### src/rtl/btn_debounce_if.sv
// rtl/btn_debounce_if.sv - raw button inputs and conditioned level/tick outputs
interface btn_debounce_if #(
  parameter int N = 3
);
  logic [N-1:0] btn_raw;
  logic [N-1:0] db_level;
  logic [N-1:0] rise_tick;
  logic [N-1:0] fall_tick;

  modport master (output btn_raw, input db_level, rise_tick, fall_tick);
  modport slave  (input btn_raw, output db_level, rise_tick, fall_tick);
endinterface

### src/rtl/btn_debounce.sv
// rtl/btn_debounce.sv - per-channel synchroniser, bounce qualifier and edge ticks
module btn_debounce #(
  parameter int N     = 3,
  parameter int CNT_W = 20
) (
  input  logic           clk,
  input  logic           reset,
  btn_debounce_if.slave  bus
);
  localparam logic [1:0] ZERO  = 2'd0;
  localparam logic [1:0] WAIT1 = 2'd1;
  localparam logic [1:0] ONE   = 2'd2;
  localparam logic [1:0] WAIT0 = 2'd3;

  localparam logic [CNT_W-1:0] M     = '1;
  localparam logic [CNT_W-1:0] DEC_1 = {{(CNT_W-1){1'b0}}, 1'b1};

  for (genvar i = 0; i < N; i++) begin : g_ch
    logic             s1_q, s2_q;
    logic [1:0]       state_q, state_d;
    logic [CNT_W-1:0] cnt_q, cnt_d;
    logic             db_q, db_d;
    logic             rise_q, rise_d;
    logic             fall_q, fall_d;

    // Outputs are computed from the next state so they line up with the state register.
    always_comb begin
      state_d = state_q;
      cnt_d   = cnt_q;
      rise_d  = 1'b0;
      fall_d  = 1'b0;
      case (state_q)
        ZERO: begin
          if (s2_q) begin
            state_d = WAIT1;
            cnt_d   = M;
          end
        end
        WAIT1: begin
          if (!s2_q) begin
            state_d = ZERO;
          end else if (cnt_q == '0) begin
            state_d = ONE;
            rise_d  = 1'b1;
          end else begin
            cnt_d = cnt_q - DEC_1;
          end
        end
        ONE: begin
          if (!s2_q) begin
            state_d = WAIT0;
            cnt_d   = M;
          end
        end
        WAIT0: begin
          if (s2_q) begin
            state_d = ONE;
          end else if (cnt_q == '0) begin
            state_d = ZERO;
            fall_d  = 1'b1;
          end else begin
            cnt_d = cnt_q - DEC_1;
          end
        end
        default: state_d = ZERO;
      endcase
      db_d = (state_d == ONE) || (state_d == WAIT0);
    end

    always_ff @(posedge clk) begin
      if (reset) begin
        s1_q    <= 1'b0;
        s2_q    <= 1'b0;
        state_q <= ZERO;
        cnt_q   <= '0;
        db_q    <= 1'b0;
        rise_q  <= 1'b0;
        fall_q  <= 1'b0;
      end else begin
        s1_q    <= bus.btn_raw[i];
        s2_q    <= s1_q;
        state_q <= state_d;
        cnt_q   <= cnt_d;
        db_q    <= db_d;
        rise_q  <= rise_d;
        fall_q  <= fall_d;
      end
    end

    assign bus.db_level[i]  = db_q;
    assign bus.rise_tick[i] = rise_q;
    assign bus.fall_tick[i] = fall_q;
  end
endmodule

### src/flat_wrapper.sv
// flat-port wrapper written by rule: the top's interface ports become plain ports
module btn_debounce_flat 
#(
  parameter int N     = 3,
  parameter int CNT_W = 20
)
  (clk, reset, bus_btn_raw, bus_db_level, bus_rise_tick, bus_fall_tick);
  btn_debounce_if #(.N(N)) bus_i ();
  input  logic clk;
  input  logic reset;
  input wire logic [$bits(bus_i.btn_raw)-1:0] bus_btn_raw;
  output wire logic [$bits(bus_i.db_level)-1:0] bus_db_level;
  output wire logic [$bits(bus_i.rise_tick)-1:0] bus_rise_tick;
  output wire logic [$bits(bus_i.fall_tick)-1:0] bus_fall_tick;
  assign bus_i.btn_raw = bus_btn_raw;
  assign bus_db_level = bus_i.db_level;
  assign bus_rise_tick = bus_i.rise_tick;
  assign bus_fall_tick = bus_i.fall_tick;
  btn_debounce #(.N(N), .CNT_W(CNT_W)) u_core (.clk(clk), .reset(reset), .bus(bus_i));
endmodule
### config.mk
export PLATFORM = sky130hd
export DESIGN_NAME = btn_debounce_flat
export DESIGN_NICKNAME = d
export VERILOG_FILES = /design/src/rtl/btn_debounce_if.sv /design/src/rtl/btn_debounce.sv /design/src/flat_wrapper.sv
export SDC_FILE = /design/constraint.sdc
export NUM_CORES = 1
export LEC_CHECK = 0
export CORE_MARGIN = 2
export CORE_UTILIZATION = 61
export CTS_BUF_LIST = sky130_fd_sc_hd__clkbuf_8 sky130_fd_sc_hd__clkbuf_16
export CTS_CLUSTER_SIZE = 10
export DETAILED_ROUTE_END_ITERATION = 8
export GPL_TIMING_DRIVEN = 0
export PLACE_DENSITY_LB_ADDON = 0.08
export SYNTH_ARGS = -nofsm -noshare
export SYNTH_HDL_FRONTEND = slang
export SYNTH_SLANG_ARGS = --single-unit
### constraint.sdc
create_clock -name clk -period 3.47 [get_ports clk]
set_clock_uncertainty 0.05 [all_clocks]
set_input_delay 0.5205 -clock clk [delete_from_list [all_inputs] [get_ports clk]]
set_output_delay 0.5205 -clock clk [all_outputs]
set_load 0.05 [all_outputs]
==> impl_metrics.yaml, run 1 <==
synth:
  ys.flop_type: "dfxtp_1"
  syn_inst: 442
  synth_area_um2: 3870
  synth.top_cell.area_share_pct: 41.9
  ys_top_cells_by_area: "dfxtp_1 (42%), a21oi_1 (6.7%), xnor2_1 (4.5%)"
  yosysWarnings: 0
  ys_seq_area_share_pct: 41.9
  syn_avg_cell_area_um2: 8.75
  synth-edff-count: 0
  ys_types: 48
  synth_top_cell_by_area: "dfxtp_1"
  syn-num-nets: 450
  ys_ff_latch: 81
  async_flop_share_pct: 0
cells_and_area:
  drive_gt1_share_pct: 8.09
  area_delta_synth_final_pct: 12.1
  final_common_cell: "dfxtp_1"
  stdcell_count: 547
  fin_nets: 473
  final_cell_mix: "dfxtp_1 (81), a21oi_1 (52), nor2_1 (25)"
  fillers: 529
  num_antenna_cells: 0
  fin_area_um2: 4340
setup_path:
  cp_slowest_cell: "nor4_1"
  endpoint_kind: "flip-flop"
  cp-start-kind: "flip-flop"
  max_stage_delay_ps: 620
  crit_chain: "inv_1 > ha_1 > or3b_2 > nor4_1 > a21oi_1 > and2_1 > clkbuf_1 > a311oi_1"
  cp.arrival_ps: 3130
  crit_fanout: 8
  worstPathRequired_ps: 3680
  critical_path_class: "flip-flop to flip-flop"
clock_network:
  clock_latency_ps: 350
  cts-hold-fix-buffers: 0
  clock_sinks: 81
  clk_path_buf_depth: 2
  cts_root_buf: "clkbuf_8"
  cts_buffers: 9
  cts_tree: "done"
  cts_resized: 0
  post-cts-setup-buffer-count: 0
  htree_levels: 3
  cts.clk_slew.worst_paths_ps: 90
route:
  drtAntennaViolNets: 0
  drt-vias-per-instance: 6.15
  first_iter_violations: 145
  wl_mm: 8.40
  dr.pass1.iters: 5
  wl_per_cell_um: 15.3
  drc_errors: 0
  vias: 3362
power_and_ir_drop:
  switching_share_pct: 27.2
  p_int_uw: 1630
  p_per_area_nw_per_um2: 517
  p_comb_share_pct: 15.4
  p_sw_uw: 611
  leakage_uw: 0.00149
  pwr-share-clk_pct: 37.7
  seq_power_share_pct: 46.9
  peakVddDrop_uv: 317
global_routing:
  grt_max_degree: 15
  track_usage_pct: 25.4
  grt_pass1_vias: 3199
  grt_pass1_wl_mm: 14.6
  grt-ovfl-total: 0
  antenna_found_initial: 0
hold_path:
  hold_class: "flip-flop to flip-flop"
placement:
  dp.cells: 531
  gp_congestion: 0.899
  dp_hpwl_mm: 5.81
  io_buffers: 12
  place_area_um2: 4090
die:
  die_y_um: 83.6
  fp.dieW_um: 83.6
  die-area_um2: 6990
  rows: 29
  pin_count: 14
  core_region_area_um2: 6240
  start_util_pct: 62.0
sta:
  relSlewSlack_pct: 43.5
  grt_setup_unrepaired: "no"
  setup-violations-final: 0
  max_freq_mhz: 342
  worst_pin_slew_ps: 840
  hold_violations: 0
  min_period_over_period_pct: 84.2
  tns_ps: 0
  drv_slew: 0
  fin_crit_ps: 2920
run:
  max-cap-violations: 0
run_status:
  status: "completed"
==> area by class of cell <==
| class | count | area, um^2 | area share (%) |
|---|---|---|---|
| Buffer | 30 | 146 | 3.37 |
| Clock buffer | 10 | 138 | 3.17 |
| Clock inverter | 6 | 115 | 2.65 |
| Inverter | 11 | 41.3 | 0.952 |
| Multi-Input combinational cell | 320 | 2060 | 47.5 |
| Sequential cell | 81 | 1620 | 37.4 |
| Tap cell | 77 | 96.3 | 2.22 |
| Timing Repair Buffer | 12 | 120 | 2.77 |
==> cell families (layout without fill, tap and decap cells) <==
kind of cell	count (synthesis)	in the layout	share of synthesized area, %
mux	3	3	0.776
flops	81	81	41.9
simple gates	167	167	24.8
compound gates	110	110	18.3
fa+ha+maj	3	3	0.970
xor+xnor	37	37	8.38
buf+inv	41	69	4.85
==> state kept, by name, summed over array words and instances, names as in the netlist <==
signal               count
u_core.g_ch.cnt_q       60
u_core.g_ch.state_q      6
u_core.g_ch.db_q         3
u_core.g_ch.fall_q       3
u_core.g_ch.rise_q       3
u_core.g_ch.s1_q         3
u_core.g_ch.s2_q         3
==> synth_stat cells, types with 2 or more instances <==
| cell | count |
|---|---|
| nand4_1 | 7 |
| and2_1 | 6 |
| a211oi_1 | 7 |
| nand2_1 | 22 |
| o211ai_1 | 3 |
| clkbuf_1 | 20 |
| o2111ai_1 | 3 |
| a2111oi_0 | 3 |
| or3_1 | 8 |
| nor2b_1 | 9 |
| or2_2 | 5 |
| or4_1 | 12 |
| nor2_1 | 25 |
| a21oi_1 | 52 |
| nor3_1 | 19 |
| nand3b_1 | 2 |
| a311oi_1 | 13 |
| mux2i_1 | 3 |
| dfxtp_1 | 81 |
| nor4b_1 | 6 |
| or4_4 | 2 |
| ha_1 | 3 |
| a31oi_1 | 7 |
| nand4b_1 | 3 |
| or3b_2 | 2 |
| o21ai_0 | 7 |
| buf_4 | 9 |
| nand3_1 | 7 |
| o31ai_1 | 5 |
| inv_1 | 11 |
| nor4_1 | 19 |
| xor2_1 | 17 |
| a211o_1 | 2 |
| xnor2_1 | 20 |
| nand2b_1 | 9 |
==> metal layers <==
metal | vias to the layer above | part of all wire (%) | global-route usage (%)
met1 | 1605 | 47 | 32.7
met2 | 49 | 49 | 42.2
met5 | - | 0 | 0
li1 | 1695 | - | -
met3 | 13 | 3.1 | 4.25
met4 | 0 | 1.5 | 11.0
==> power by group through the flow <==
stage / Clock [uW] / Sequential (uW) / Combinational (uW)
floorplan: 0 / 1060 / 277
global route: 897 / 1060 / 391
global placement: 0 / 1070 / 333
detailed placement: 0 / 1070 / 340
CTS: 856 / 1050 / 345
finish: 845 / 1050 / 346
==> worst max-delay path, delay by kind of cell (launching register included) <==
family	cells	cell delay [ps]
and+or+nand+nor	3	1370
AOI/OAI and AO/OA	2	560
DFF	1	380
buffers and inverters	2	290
adders and majority gates	1	170
==> final timing paths <==
| kind | from | end | slack (ps) | cells past startpoint |
|---|---|---|---|---|
| worst min register to register | u_core.g_ch[1].s1_q$_SDFF_PP0_ | u_core.g_ch[1].s2_q$_SDFF_PP0_ | 390 | 1 |
| worst min-delay path | u_core.g_ch[1].s1_q$_SDFF_PP0_ | u_core.g_ch[1].s2_q$_SDFF_PP0_ | 390 | 1 |
| worst max-delay path | u_core.g_ch[1].cnt_q[0]$_SDFFE_PP0P_ | u_core.g_ch[1].cnt_q[3]$_SDFFE_PP0P_ | 550 | 8 |
| worst max register to register | u_core.g_ch[1].cnt_q[0]$_SDFFE_PP0P_ | u_core.g_ch[1].cnt_q[3]$_SDFFE_PP0P_ | 550 | 8 |
==> through the flow <==
stage / setup WS (ps) / total power (uW) / hold WS (ps) / util (%)
2_1_floorplan: 1070 / 1330 / 364 / -
3_3_place_gp: 724 / 1400 / 373 / 65.5
3_5_place_dp: 648 / 1410 / 376 / 65.5
4_1_cts: 590 / 2250 / 396 / 69.5
5_1_grt: 419 / 2350 / 414 / 69.5
6_report: 550 / 2240 / 393 / 69.5
Power figures use the tool's default switching activity.
==> run 2: changes to the inputs <==
Clock period 3.47 ns to 2.75 ns, I/O delays scaled along.
==> impl_metrics.yaml, run 2 (same netlist as run 1, synthesis figures left out) <==
setup_path:
  critical_path_class: "flip-flop to flip-flop"
  cp.arrival_ps: 2840
  crit_fanout: 8
  cpLargestDelayFamily: "simple AND/OR/NAND/NOR gates"
  max_stage_delay_ps: 530
  crit_chain: "inv_1 > ha_1 > or3b_2 > nor4_4 > a21oi_1 > and2_1 > clkbuf_1 > a311oi_1"
  cp-start-kind: "flip-flop"
  worst-path-buf-inv: 2
  worstPathRequired_ps: 2960
  endpoint_kind: "flip-flop"
  cp_slowest_cell: "or3b_2"
sta:
  hold_violations: 0
  grt_setup_unrepaired: "no"
  whs_ps: 393
  fin_crit_ps: 2630
  relSlewSlack_pct: 49.0
  drv_slew: 0
  setup-violations-final: 0
  max_freq_mhz: 380
  tns_ps: 0
  worst_pin_slew_ps: 759
  min_period_over_period_pct: 95.7
route:
  drt-vias-per-instance: 6.22
  drc_errors: 0
  first_iter_violations: 123
  vias: 3400
  wl_mm: 8.57
  drtAntennaViolNets: 0
  dr.pass1.iters: 5
  wl_per_cell_um: 15.7
cells_and_area:
  fillers: 521
  drive_gt1_share_pct: 8.72
  final_common_cell: "dfxtp_1"
  fin_area_um2: 4370
  largest_reg_flops: 60
  num_antenna_cells: 0
  fin_nets: 473
  top_register: "u_core.g_ch.cnt_q"
  reg_top3: "u_core.g_ch.cnt_q x60, u_core.g_ch.state_q x6"
  final_cell_mix: "dfxtp_1 (81), a21oi_1 (52), nor2_1 (25)"
  area_delta_synth_final_pct: 12.8
die:
  die_y_um: 83.6
  die-area_um2: 6990
  rows: 29
  fp.dieW_um: 83.6
  pin_count: 14
  core_region_area_um2: 6240
  start_util_pct: 62.0
power_and_ir_drop:
  pwr-share-clk_pct: 37.6
  p_int_uw: 2060
  leakage_uw: 0.00149
  seq_power_share_pct: 46.6
  p_comb_share_pct: 15.8
  p_per_area_nw_per_um2: 653
  peakVddDrop_uv: 401
  p_sw_uw: 788
  switching_share_pct: 27.6
placement:
  place_area_um2: 4090
  io_buffers: 12
  gp_congestion: 0.899
  dp_hpwl_mm: 5.81
global_routing:
  track_usage_pct: 25.4
  grt_max_degree: 15
  grt-ovfl-total: 0
  grt_pass1_wl_mm: 14.6
  antenna_found_initial: 0
  grt_pass1_vias: 3196
clock_network:
  clk_path_buf_depth: 2
  cts.clk_slew.worst_paths_ps: 90
  clock_latency_ps: 350
  cts_buffers: 9
  cts_root_buf: "clkbuf_8"
  clock_sinks: 81
  cts-hold-fix-buffers: 0
  cts_tree: "done"
  htree_levels: 3
run:
  max-cap-violations: 0
run_status:
  status: "completed"
hold_path:
  hold_class: "flip-flop to flip-flop"
[run 2: through the flow]
step	utilization, %	worst slack (ps)	power (uW)	instances
after floorplan	-	347	1680	442
after global placement	65.5	4.10	1770	531
after detailed placement	65.5	-71.5	1780	531
after CTS	69.6	76.5	2840	547
after global routing	69.9	21.2	2980	547
final	69.9	118	2850	547
[run 2: area by class of cell]
type	instances	area, um^2	share of cell area, %
plain buffers	30	146	3.35
clock buffers	10	138	3.15
clock inverters	6	115	2.64
inverters	11	41.3	0.946
multi-input cells	320	2090	47.8
flip-flops and latches	81	1620	37.1
well taps	77	96.3	2.21
repair buffers	12	120	2.75
[run 2: repair_timing]
| item | 4_1_cts | 5_1_grt |
|---|---|---|
| setup endpoints to repair | 8 | 10 |
| cloned | 0 | 0 |
| buffers inserted | 0 | 0 |
| resized for setup | 1 | 3 |
| hold endpoints to repair | 0 | 0 |
| pin swaps | 0 | 0 |
[run 2: per-layer routing]
metal,global-route usage (%),share of wire [%],vias to the layer above,wire length [um]
li1,-,-,1692,-
met1,32.7,46,1625,3950
met2,42.1,49,70,4180
met4,11.0,1.4,0,123
met3,4.25,3.8,13,326
met5,0,0,-,0
[run 2: path summary, 6_finish.rpt]
kind                                             start                                    to  slack (ps)  depth (start not counted)
setup / recovery  u_core.g_ch[1].cnt_q[0]$_SDFFE_PP0P_  u_core.g_ch[1].cnt_q[3]$_SDFFE_PP0P_         120                          8
hold / removal          u_core.g_ch[1].s1_q$_SDFF_PP0_        u_core.g_ch[1].s2_q$_SDFF_PP0_         390                          1
setup reg to reg  u_core.g_ch[1].cnt_q[0]$_SDFFE_PP0P_  u_core.g_ch[1].cnt_q[3]$_SDFFE_PP0P_         120                          8
hold reg to reg         u_core.g_ch[1].s1_q$_SDFF_PP0_        u_core.g_ch[1].s2_q$_SDFF_PP0_         390                          1
[run 2: power groups by stage]
stage	logic, uW	registers [uW]	clock network, uW
2_1_floorplan	349	1330	0
3_3_place_gp	420	1350	0
3_5_place_dp	429	1350	0
4_1_cts	437	1330	1080
5_1_grt	505	1340	1130
6_report	451	1330	1070
==> run 3: changes to the inputs <==
Settings changed: ABC_CLOCK_PERIOD_IN_PS from default to 2750, CORE_ASPECT_RATIO from default to 0.7.
==> impl_metrics.yaml, run 3 (same netlist as run 1, synthesis figures left out) <==
route:
  first_iter_violations: 274
  drt-vias-per-instance: 6.28
  drtAntennaViolNets: 0
  dr.pass1.iters: 4
  drc_errors: 0
  wl_mm: 8.60
  wl_per_cell_um: 15.7
  vias: 3441
cells_and_area:
  reg_top3: "u_core.g_ch.cnt_q x60, u_core.g_ch.state_q x6"
  drive_gt1_share_pct: 8.72
  fin_nets: 473
  final_cell_mix: "dfxtp_1 (81), a21oi_1 (52), nor2_1 (25)"
  top_register: "u_core.g_ch.cnt_q"
  final_common_cell: "dfxtp_1"
  fin_area_um2: 4310
  area_delta_synth_final_pct: 11.3
  fillers: 503
  num_antenna_cells: 0
  largest_reg_flops: 60
placement:
  place_area_um2: 4090
  dp_hpwl_mm: 6.05
  io_buffers: 12
  gp_congestion: 0.903
  pre_cts_slack_ps: 49.0
setup_path:
  rrSetupSlack_ps: 210
  worstPathRequired_ps: 2980
  critical_path_class: "flip-flop to flip-flop"
  crit_chain: "or4_4 > or4_4 > a211o_1 > or4_1 > a31oi_1"
  rr_endpoint: "u_core.g_ch[2].cnt_q[13]$_SDFFE_PP0P_"
  cp_slowest_cell: "or4_4"
  max_stage_delay_ps: 590
  cp.arrival_ps: 2770
  endpoint_kind: "flip-flop"
  cpLargestDelayFamily: "simple AND/OR/NAND/NOR gates"
  rr_worst_depth: 5
  crit_fanout: 6
  rr_startpoint: "u_core.g_ch[2].cnt_q[4]$_SDFFE_PP0P_"
  crit_top_cell: "or4_4"
  cp-start-kind: "flip-flop"
  worst-path-buf-inv: 0
clock_network:
  htree_levels: 3
  clock_sinks: 81
  cts.clk_slew.worst_paths_ps: 80
  cts_buffers: 9
  post-cts-setup-buffer-count: 0
  cts_resized: 0
  cts_tree: "done"
  cts_root_buf: "clkbuf_8"
  clock_latency_ps: 360
  clk_path_buf_depth: 2
  cts-hold-fix-buffers: 0
sta:
  drv_slew: 0
  grt_setup_unrepaired: "no"
  tns_ps: 0
  hold_violations: 0
  worst_slack_ps: 212
  min_period_over_period_pct: 92.3
  max_freq_mhz: 394
  setup-violations-final: 0
  fin_crit_ps: 2540
  relSlewSlack_pct: 55.3
  whs_ps: 405
  worst_pin_slew_ps: 671
global_routing:
  antenna_found_initial: 0
  grt-ovfl-total: 0
  track_usage_pct: 25.3
  grt_max_degree: 14
  grt_pass1_wl_mm: 14.2
  grt_pass1_vias: 3028
hold_path:
  worstHoldStart: "u_core.g_ch[1].s1_q$_SDFF_PP0_"
  whs_path_depth: 1
  holdPathEnd: "u_core.g_ch[1].s2_q$_SDFF_PP0_"
  hold_class: "flip-flop to flip-flop"
power_and_ir_drop:
  leakage_uw: 0.00147
  peakVddDrop_uv: 376
  p_per_area_nw_per_um2: 607
die:
  die-area_um2: 7010
  pin_count: 14
  fp.dieW_um: 99.2
  rows: 24
  start_util_pct: 62.5
  die_y_um: 70.6
  core_region_area_um2: 6190
run:
  max-cap-violations: 0
run_status:
  status: "completed"
run 3: cell count changes in the layout (fill, tap and decap cells not counted):
cell	before	now
clkinv_2	0	2
bufinv_16	3	0
clkinv_4	2	1
clkbuf_8	10	12
run 3: metrics by stage:
step                util, %  cells  power (uW)
floorplan                 -    442        1680
global placement       66.1    532        1770
detailed placement     66.1    532        1790
CTS                    69.2    548        2600
global route           69.6    548        2720
finish                 69.6    548        2610
run 3: how the worst max path moves through the flow:
stage	startpoint	to	cells after the start
after floorplan	u_core.g_ch[2].cnt_q[4]$_SDFFE_PP0P_	u_core.g_ch[2].cnt_q[13]$_SDFFE_PP0P_	5
after global placement	u_core.g_ch[1].cnt_q[0]$_SDFFE_PP0P_	u_core.g_ch[1].cnt_q[4]$_SDFFE_PP0P_	8
after detailed placement	u_core.g_ch[1].cnt_q[0]$_SDFFE_PP0P_	u_core.g_ch[1].cnt_q[9]$_SDFFE_PP0P_	8
after CTS	u_core.g_ch[1].cnt_q[0]$_SDFFE_PP0P_	u_core.g_ch[1].cnt_q[9]$_SDFFE_PP0P_	8
after global routing	u_core.g_ch[1].cnt_q[0]$_SDFFE_PP0P_	u_core.g_ch[1].cnt_q[7]$_SDFFE_PP0P_	8
final	u_core.g_ch[2].cnt_q[4]$_SDFFE_PP0P_	u_core.g_ch[2].cnt_q[13]$_SDFFE_PP0P_	5
run 3: cell type report:
type | instances | area, um^2 | area share [%]
buffer | 30 | 146 | 3.40
clock buffer | 12 | 165 | 3.84
clock inverter | 4 | 26.3 | 0.610
inverter | 11 | 41.3 | 0.959
multi-input combinational | 320 | 2090 | 48.5
sequential | 81 | 1620 | 37.7
tap | 78 | 97.6 | 2.27
timing repair buffer | 12 | 120 | 2.79
run 3: metal layers:
metal | vias up | part of all wire [%] | GRT usage, %
met5 | - | 0 | 0
met4 | 0 | 1.7 | 9.13
met3 | 15 | 7.9 | 7.61
met2 | 135 | 42 | 36.6
met1 | 1594 | 48 | 36.0
li1 | 1697 | - | -
run 3: where the power goes:
part	internal [uW]	switching, uW	leakage (uW)
Combinational	186	268	0.000703
Sequential	1250	82.5	0.000663
Clock	400	429	0.0000984
